<file path="config.mk">
export PLATFORM = sky130hd
export DESIGN_NAME = data_mem_arbiter
export DESIGN_NICKNAME = d
export VERILOG_FILES = /design/src/rtl/data_mem_arbiter.sv
export SDC_FILE = /design/constraint.sdc
export NUM_CORES = 1
export LEC_CHECK = 0
export ABC_AREA = 1
export CAP_MARGIN = 10
export CORE_MARGIN = 4
export CORE_UTILIZATION = 42
export DETAILED_ROUTE_END_ITERATION = 12
export HOLD_SLACK_MARGIN = 0.05
export PLACE_DENSITY = 0.81
export SYNTH_ARGS = -nofsm -noshare
export SYNTH_HDL_FRONTEND = slang
export SYNTH_SLANG_ARGS = --single-unit
</file>
<file path="constraint.sdc">
create_clock -name clk -period 5.5 [get_ports clk]
set_input_delay 1.375 -clock clk [delete_from_list [all_inputs] [get_ports clk]]
set_output_delay 1.375 -clock clk [all_outputs]
set_load 0.05 [all_outputs]
</file>
<file path="src/rtl/data_mem_arbiter.sv">
// Two-port (CPU m0, loader m1) arbiter for a single-ported data memory: IDLE/ACCESS/RESP, one access per 3 cycles.
// Define DATA_MEM_ARB_ROUND_ROBIN_EN for round-robin tie-breaking; otherwise m0 always wins a tie.
module data_mem_arbiter #(
  parameter int unsigned ADDR_W = 8,
  parameter int unsigned DATA_W = 32
) (
  input  logic              clk,
  input  logic              rst,
  input  logic              m0_req,
  input  logic              m0_we,
  input  logic [ADDR_W-1:0] m0_addr,
  input  logic [DATA_W-1:0] m0_wdata,
  input  logic [2:0]        m0_funct3,
  output logic              m0_gnt,
  output logic              m0_rvalid,
  output logic              m0_err,
  output logic [DATA_W-1:0] m0_rdata,
  input  logic              m1_req,
  input  logic              m1_we,
  input  logic [ADDR_W-1:0] m1_addr,
  input  logic [DATA_W-1:0] m1_wdata,
  input  logic [2:0]        m1_funct3,
  output logic              m1_gnt,
  output logic              m1_rvalid,
  output logic              m1_err,
  output logic [DATA_W-1:0] m1_rdata,
  output logic              mem_read,
  output logic              mem_write,
  output logic [ADDR_W-1:0] mem_addr,
  output logic [DATA_W-1:0] mem_wdata,
  output logic [2:0]        mem_funct3,
  input  logic [DATA_W-1:0] mem_rdata,
  output logic              busy
);

  typedef enum logic [1:0] {IDLE, ACCESS, RESP} state_t;

  state_t              state_q, state_d;
  logic                win_q, win_d;       // 0 = m0, 1 = m1
  logic                we_q, we_d;
  logic                mis_q, mis_d;
  logic [ADDR_W-1:0]   addr_q, addr_d;
  logic [DATA_W-1:0]   wdata_q, wdata_d;
  logic [2:0]          funct3_q, funct3_d;
  logic                gnt0_q, gnt0_d, gnt1_q, gnt1_d;
  logic                rvalid0_q, rvalid0_d, rvalid1_q, rvalid1_d;
  logic                err0_q, err0_d, err1_q, err1_d;
  logic [DATA_W-1:0]   rdata0_q, rdata0_d, rdata1_q, rdata1_d;
  logic                rd_q, rd_d, wr_q, wr_d;

  logic                req_any;
  logic                pick;
  logic                sel_we;
  logic [ADDR_W-1:0]   sel_addr;
  logic [DATA_W-1:0]   sel_wdata;
  logic [2:0]          sel_funct3;
  logic                sel_mis;

  assign req_any = m0_req | m1_req;

`ifdef DATA_MEM_ARB_ROUND_ROBIN_EN
  logic last_q, last_d;

  always_comb begin
    pick = (m0_req && m1_req) ? ~last_q : ~m0_req;
    last_d = last_q;
    if (state_q == IDLE && req_any) last_d = pick;
  end

  always_ff @(posedge clk or posedge rst) begin
    if (rst) last_q <= 1'b1;
    else     last_q <= last_d;
  end
`else
  always_comb pick = ~m0_req;
`endif

  always_comb begin
    sel_we     = pick ? m1_we     : m0_we;
    sel_addr   = pick ? m1_addr   : m0_addr;
    sel_wdata  = pick ? m1_wdata  : m0_wdata;
    sel_funct3 = pick ? m1_funct3 : m0_funct3;
    sel_mis    = ((sel_funct3 == 3'b010) && (sel_addr[1:0] != 2'b00)) ||
                 (((sel_funct3 == 3'b001) || (sel_funct3 == 3'b101)) && sel_addr[0]);
  end

  always_comb begin
    state_d   = state_q;
    win_d     = win_q;
    we_d      = we_q;
    mis_d     = mis_q;
    addr_d    = addr_q;
    wdata_d   = wdata_q;
    funct3_d  = funct3_q;
    gnt0_d    = 1'b0;
    gnt1_d    = 1'b0;
    rvalid0_d = 1'b0;
    rvalid1_d = 1'b0;
    err0_d    = 1'b0;
    err1_d    = 1'b0;
    rd_d      = 1'b0;
    wr_d      = 1'b0;
    rdata0_d  = rdata0_q;
    rdata1_d  = rdata1_q;
    unique case (state_q)
      IDLE: begin
        if (req_any) begin
          state_d  = ACCESS;
          win_d    = pick;
          we_d     = sel_we;
          mis_d    = sel_mis;
          addr_d   = sel_addr;
          wdata_d  = sel_wdata;
          funct3_d = sel_funct3;
          gnt0_d   = ~pick;
          gnt1_d   = pick;
          // Strobes are registered here so they are high exactly in ACCESS.
          rd_d     = ~sel_we & ~sel_mis;
          wr_d     = sel_we & ~sel_mis;
        end
      end
      ACCESS: begin
        state_d = RESP;
        if (win_q) begin
          rvalid1_d = 1'b1;
          err1_d    = mis_q;
          rdata1_d  = (we_q || mis_q) ? '0 : mem_rdata;
        end else begin
          rvalid0_d = 1'b1;
          err0_d    = mis_q;
          rdata0_d  = (we_q || mis_q) ? '0 : mem_rdata;
        end
      end
      RESP:    state_d = IDLE;
      default: state_d = IDLE;
    endcase
  end

  always_ff @(posedge clk or posedge rst) begin
    if (rst) begin
      state_q   <= IDLE;
      win_q     <= 1'b0;
      we_q      <= 1'b0;
      mis_q     <= 1'b0;
      addr_q    <= '0;
      wdata_q   <= '0;
      funct3_q  <= '0;
      gnt0_q    <= 1'b0;
      gnt1_q    <= 1'b0;
      rvalid0_q <= 1'b0;
      rvalid1_q <= 1'b0;
      err0_q    <= 1'b0;
      err1_q    <= 1'b0;
      rdata0_q  <= '0;
      rdata1_q  <= '0;
      rd_q      <= 1'b0;
      wr_q      <= 1'b0;
    end else begin
      state_q   <= state_d;
      win_q     <= win_d;
      we_q      <= we_d;
      mis_q     <= mis_d;
      addr_q    <= addr_d;
      wdata_q   <= wdata_d;
      funct3_q  <= funct3_d;
      gnt0_q    <= gnt0_d;
      gnt1_q    <= gnt1_d;
      rvalid0_q <= rvalid0_d;
      rvalid1_q <= rvalid1_d;
      err0_q    <= err0_d;
      err1_q    <= err1_d;
      rdata0_q  <= rdata0_d;
      rdata1_q  <= rdata1_d;
      rd_q      <= rd_d;
      wr_q      <= wr_d;
    end
  end

  assign m0_gnt     = gnt0_q;
  assign m1_gnt     = gnt1_q;
  assign m0_rvalid  = rvalid0_q;
  assign m1_rvalid  = rvalid1_q;
  assign m0_err     = err0_q;
  assign m1_err     = err1_q;
  assign m0_rdata   = rdata0_q;
  assign m1_rdata   = rdata1_q;
  assign mem_read   = rd_q;
  assign mem_write  = wr_q;
  assign mem_addr   = addr_q;
  assign mem_wdata  = wdata_q;
  assign mem_funct3 = funct3_q;
  assign busy       = (state_q != IDLE);

endmodule

</file>
# Word level (Yosys, flattened, before mapping)

Index checks and enable logic that the tools add are counted.

Output and inout bits: 116
Flip-flop bits (word level): 120

Eq/ne operators: 5
Reduce and logical (&&, ||, !) cells: 11
Multiplexer cells: 23
Bitwise gates (word level): 7

Operators by type and width:

| cell                                          | count |
|---|---|
| two-way mux 32 bit                            | 2 |
| two-way mux 1 bit                             | 17 |
| two-way mux 8 bit                             | 1 |
| AND reduction 2 bit                           | 3 |
| NOT 1 bit                                     | 4 |
| case mux 2 bit (2 select lines)               | 1 |
| nonzero test 2 bit                            | 2 |
| == test 3 x 1 -> 1 bit, second input constant | 1 |
| == test 3 x 2 -> 1 bit, second input constant | 1 |
| == test 3 bit, second input constant          | 1 |
| logical OR 1 bit                              | 3 |
| two-way mux 3 bit                             | 1 |
| AND 1 bit                                     | 2 |
| == test 2 x 1 -> 1 bit, second input constant | 1 |
| logical AND 1 bit                             | 2 |
| logical NOT 2 bit                             | 1 |
| two-way mux 2 bit                             | 1 |
| != test 2 bit, second input constant          | 1 |
| OR 1 bit                                      | 1 |

# Longest topological paths before layout

Word-level depth: 9
Mapped depth: 10

# Worst setup path after synthesis

OpenSTA, ideal clock, no wires.

Path kind: input -> register
Start: in m0_req
End: reg funct3_q[1] (netlist: mem_funct3[1])
Data arrival time: 2,152 ps
Stages: 7
Path slack: 3,225 ps
Cell sequence: buf_4 > nor2_1 > nor2_2 > buf_4 > buf_4 > nor2_1 > a21oi_1

Cells in the longest elaborated chain, start to end: 2

RTL lines:

| what                          | RTL line | source |
|---|---|---|
| start, declared               | 9        | `input logic m0_req,` |
| OR 1 bit                      | 59       | `assign req_any = m0_req \| m1_req;` |
| AND reduction 2 bit (no line) | -        |  |
| end signal, assigned          | 165      | `funct3_q <= funct3_d;` |
| end, declared                 | 44       | `logic [2:0] funct3_q, funct3_d;` |

Several ways; a longest one is shown, not always the timed one.
A chain may end at the register's enable or synchronous reset.

# Worst setup path in the final report

Start: in m0_req
End: reg wdata_q[15] (netlist: mem_wdata[15])

Cells in the longest elaborated chain, start to end: 2

RTL lines:

| what                          | RTL line | source |
|---|---|---|
| OR 1 bit                      | 59       |  |
| AND reduction 2 bit (no line) | -        |  |
| end signal, assigned          | 164      | `wdata_q <= wdata_d;` |
| end, declared                 | 43       | `logic [DATA_W-1:0] wdata_q, wdata_d;` |

Several ways; a longest one is shown, not always the timed one.

==> flow_summary_export.csv <==
group,metric,value,unit
outcome,outcome,"completed",
placed_design,dp_hpwl,10750,um
timing,worstMarginPinSlew,1017,ps
floorplanning,ios,240,
synth,yosysUniqueCellTypes,20,
routing,vias_per_cell,4.686,
clock_network,clkSinkCount,120,
routing,ant_nets,0,
setup_path,worstReg2RegEnd,"mem_wdata[15]",
placed_design,place_congestion,0.8488,
setup_path,ff2ff_setup_slack,3330,ps
setup_path,crit_chain,"buf_2 -> buf_4 -> nor2_1 -> nor2_4 -> buf_4 -> nor2_1 -> a31oi_1",
min_path,min_from,"state_q[1]",
setup_path,critPathMaxStageDelay,820,ps
clock_network,hold_buffers,0,
power,power.density,621.9,nW/um^2
final_layout,instances_no_fill,1061,
clock_network,htreeDepth,4,
final_layout,fin_nets,1004,
grt,overflow,0,
clock_network,clockRootBuffer,"clkbuf_16",
grt,grt_antenna_before_repair,0,
setup_path,start_kind,"input port",
synth,syn_nets,776,
min_path,hold_path.class,"reg -> reg",
power,leakage,4.045,nW
setup_path,crit_type,"in -> reg",
setup_path,cp-end-kind,"flop",
setup_path,worst-path-buf-inv,3,
floorplanning,rows,40,
setup_path,crit_required,5830,ps
final_layout,drive_gt1_frac,0.05375,
clock_network,tritoncts,"done",
final_layout,diodes,0,
timing,post-route-period-util,0.5807,
timing,rsz0062_at_grt,"no",
final_layout,syn2layout_area_growth,58.44,%
floorplanning,coreArea,12060,um^2
min_path,min_to,"state_q[1]",
synth,synth.avg_cell_area,7.979,um^2
setup_path,cp_top_family,"simple AND/OR/NAND/NOR gates",
grt,grt_pass1_vias,4826,
power,irDropWorstVdd,520.1,uV
placed_design,io_buffers,239,
clock_network,clk_pin_slew_worst_paths,50,ps
timing,finClkSkew,11.96,ps
routing,wl_per_cell,14.19,um
timing,finalHoldViolCount,0,
clock_network,cts_resized,0,
timing,setup_viol,0,
grt,grt_max_degree,53,
grt,grt_pass1_wl,23930,um
synth,ys_warn_count,0,
timing,drv_slew,0,
setup_path,timing.rr.start,"state_q[0]",
timing,max_freq,0.3131,GHz
synth,syn_inst,652,
clock_network,cts_buffer_depth,2,
routing,drt_iter0_drc,304,
setup_path,ff2ff_path_depth,5,
synth,synth-seq-area-share,0.5772,
synth,syn-cell-area,5202,um^2
grt,grt_usage,0.2140,
flow_run,maxCapViolCount,0,
floorplanning,start_util,0.4313,
placed_design,placed_cells,1029,
setup_path,cpMaxStageDelayCell,"nor2_4",
timing,finalCriticalPeriod,3194,ps
synth,synth.ff_latch_count,120,
timing,relSlewSlack,0.3206,
min_path,hold_depth,1,
clock_network,post-cts-setup-buffers,0,
floorplanning,fp.dieH,119.3,um
routing,wl,15060,um
routing,drc,0,
setup_path,cp_max_fo,52,
floorplanning,die_x,119.3,um
setup_path,worstPathArrival,3520,ps
timing,finalSetupTns,0,ps
floorplanning,dieArea,14230,um^2
routing,dr.pass1.iters,5,
clock_network,cts_buffers,17,
clock_network,clock_latency,420,ps
routing,num_vias,4972,
[where the power goes]
part | switching (mW) | internal [mW] | leakage (nW)
Clock | 0.379 | 0.720 | 0.302
Sequential | 0.179 | 1.21 | 1.50
Combinational | 1.81 | 0.819 | 2.24
Total | 2.37 | 2.75 | 4.04
[cells by family (layout without fill, tap and decap cells)]
kind of cell | after synthesis | after routing | share of synthesized area
AND/OR/NAND/NOR | 398 | 398 | 0.2924
AO/OA/AOI/OAI | 46 | 46 | 0.05387
flip-flops | 120 | 120 | 0.5772
buffers and inverters | 88 | 329 | 0.07648
[through the flow]
step / hold slack, ps / total power [mW] / worst slack [ps] / utilization / area (um^2)
6_report: 448.8 / 5.126 / 2306 / 0.6834 / 8243
5_1_grt: 466.4 / 5.392 / 2068 / 0.6834 / 8243
4_1_cts: 453.6 / 5.179 / 2306 / 0.6834 / 8243
3_5_place_dp: 441.8 / 4.063 / 1858 / 0.6342 / 7650
3_3_place_gp: 446.3 / 4.030 / 1976 / 0.6342 / 7650
2_1_floorplan: 424.0 / 3.154 / 939.2 / - / 5202
[layout by cell type (no fill, tap or decap)]
cell               n
a21oi_1            5
nand3_1            3
o21bai_1           1
nor2_4             3
dfrtp_1          120
clkdlybuf4s50_1  238
inv_2              5
o21ai_0            1
bufinv_16          2
nand2_1          302
clkbuf_1           1
buf_4              6
inv_1             46
clkbuf_8           5
inv_4              1
nor2_1            88
a31oi_1           38
clkinv_2           7
o21ai_1            1
or2_4              1
buf_2              1
nor3_1             1
clkbuf_16         17
[registers in the layout, indices dropped and copies added (netlist names)]
signal	cells
m0_err	1
m0_gnt	1
m0_rdata	32
m0_rvalid	1
m1_err	1
m1_gnt	1
m1_rdata	32
m1_rvalid	1
mem_addr	8
mem_funct3	3
mem_read	1
mem_wdata	32
mem_write	1
mis_q	1
state_q	2
we_q	1
win_q	1
[per-layer routing]
metal | GRT usage | up-vias | part of all wire
li1 | - | 2446 | -
met1 | 0.2474 | 2288 | 0.40
met2 | 0.3486 | 214 | 0.48
met3 | 0.09259 | 24 | 0.096
met4 | 0.08876 | 0 | 0.024
met5 | 0 | - | 0
[worst max-delay path by stage]
stage	from	end	cells after the start
after floorplan	rst	m0_err	1
after global placement	m0_req	mem_wdata[17]	7
after detailed placement	m0_req	mem_wdata[15]	7
after CTS	state_q[0]	busy	2
after global routing	m0_req	mem_wdata[15]	7
final	m0_req	mem_wdata[15]	7
[Yosys cell counts]
| cell type | number | share of area |
|---|---|---|
| clkbuf_1 | 4 | 0.0029 |
| nand2_1 | 302 | 0.22 |
| nand3_1 | 3 | 0.0029 |
| buf_4 | 5 | 0.0072 |
| or2_4 | 1 | 0.0017 |
| buf_6 | 3 | 0.0065 |
| dfrtp_1 | 120 | 0.58 |
| a21oi_1 | 5 | 0.0048 |
| inv_1 | 47 | 0.034 |
| nor2_1 | 88 | 0.063 |
| nor2_4 | 2 | 0.0043 |
| buf_2 | 21 | 0.020 |
| buf_1 | 3 | 0.0022 |
| nor2_2 | 1 | 0.0012 |
| inv_2 | 5 | 0.0036 |
| o21ai_0 | 1 | 0.00096 |
| o21bai_1 | 1 | 0.0014 |
| o21ai_1 | 1 | 0.00096 |
| nor3_1 | 1 | 0.00096 |
| a31oi_1 | 38 | 0.046 |
[worst reg2reg max path, stage by stage, from the launching register on]
cell,delay [ps]
dfrtp_1,370
or2_4,290
nor2_4,770
buf_4,400
nor2_1,80
a31oi_1,170
[layout make-up]
type | instances | area, um^2
clock buffer | 23 | 498.0
clock inverter | 9 | 95.09
fill | 1021 | 3819
inverter | 52 | 197.7
multi-input combinational | 444 | 1807
sequential | 120 | 3003
tap | 168 | 210.2
timing repair buffer | 245 | 2432
No activity file was read; power rests on OpenSTA's default activity.
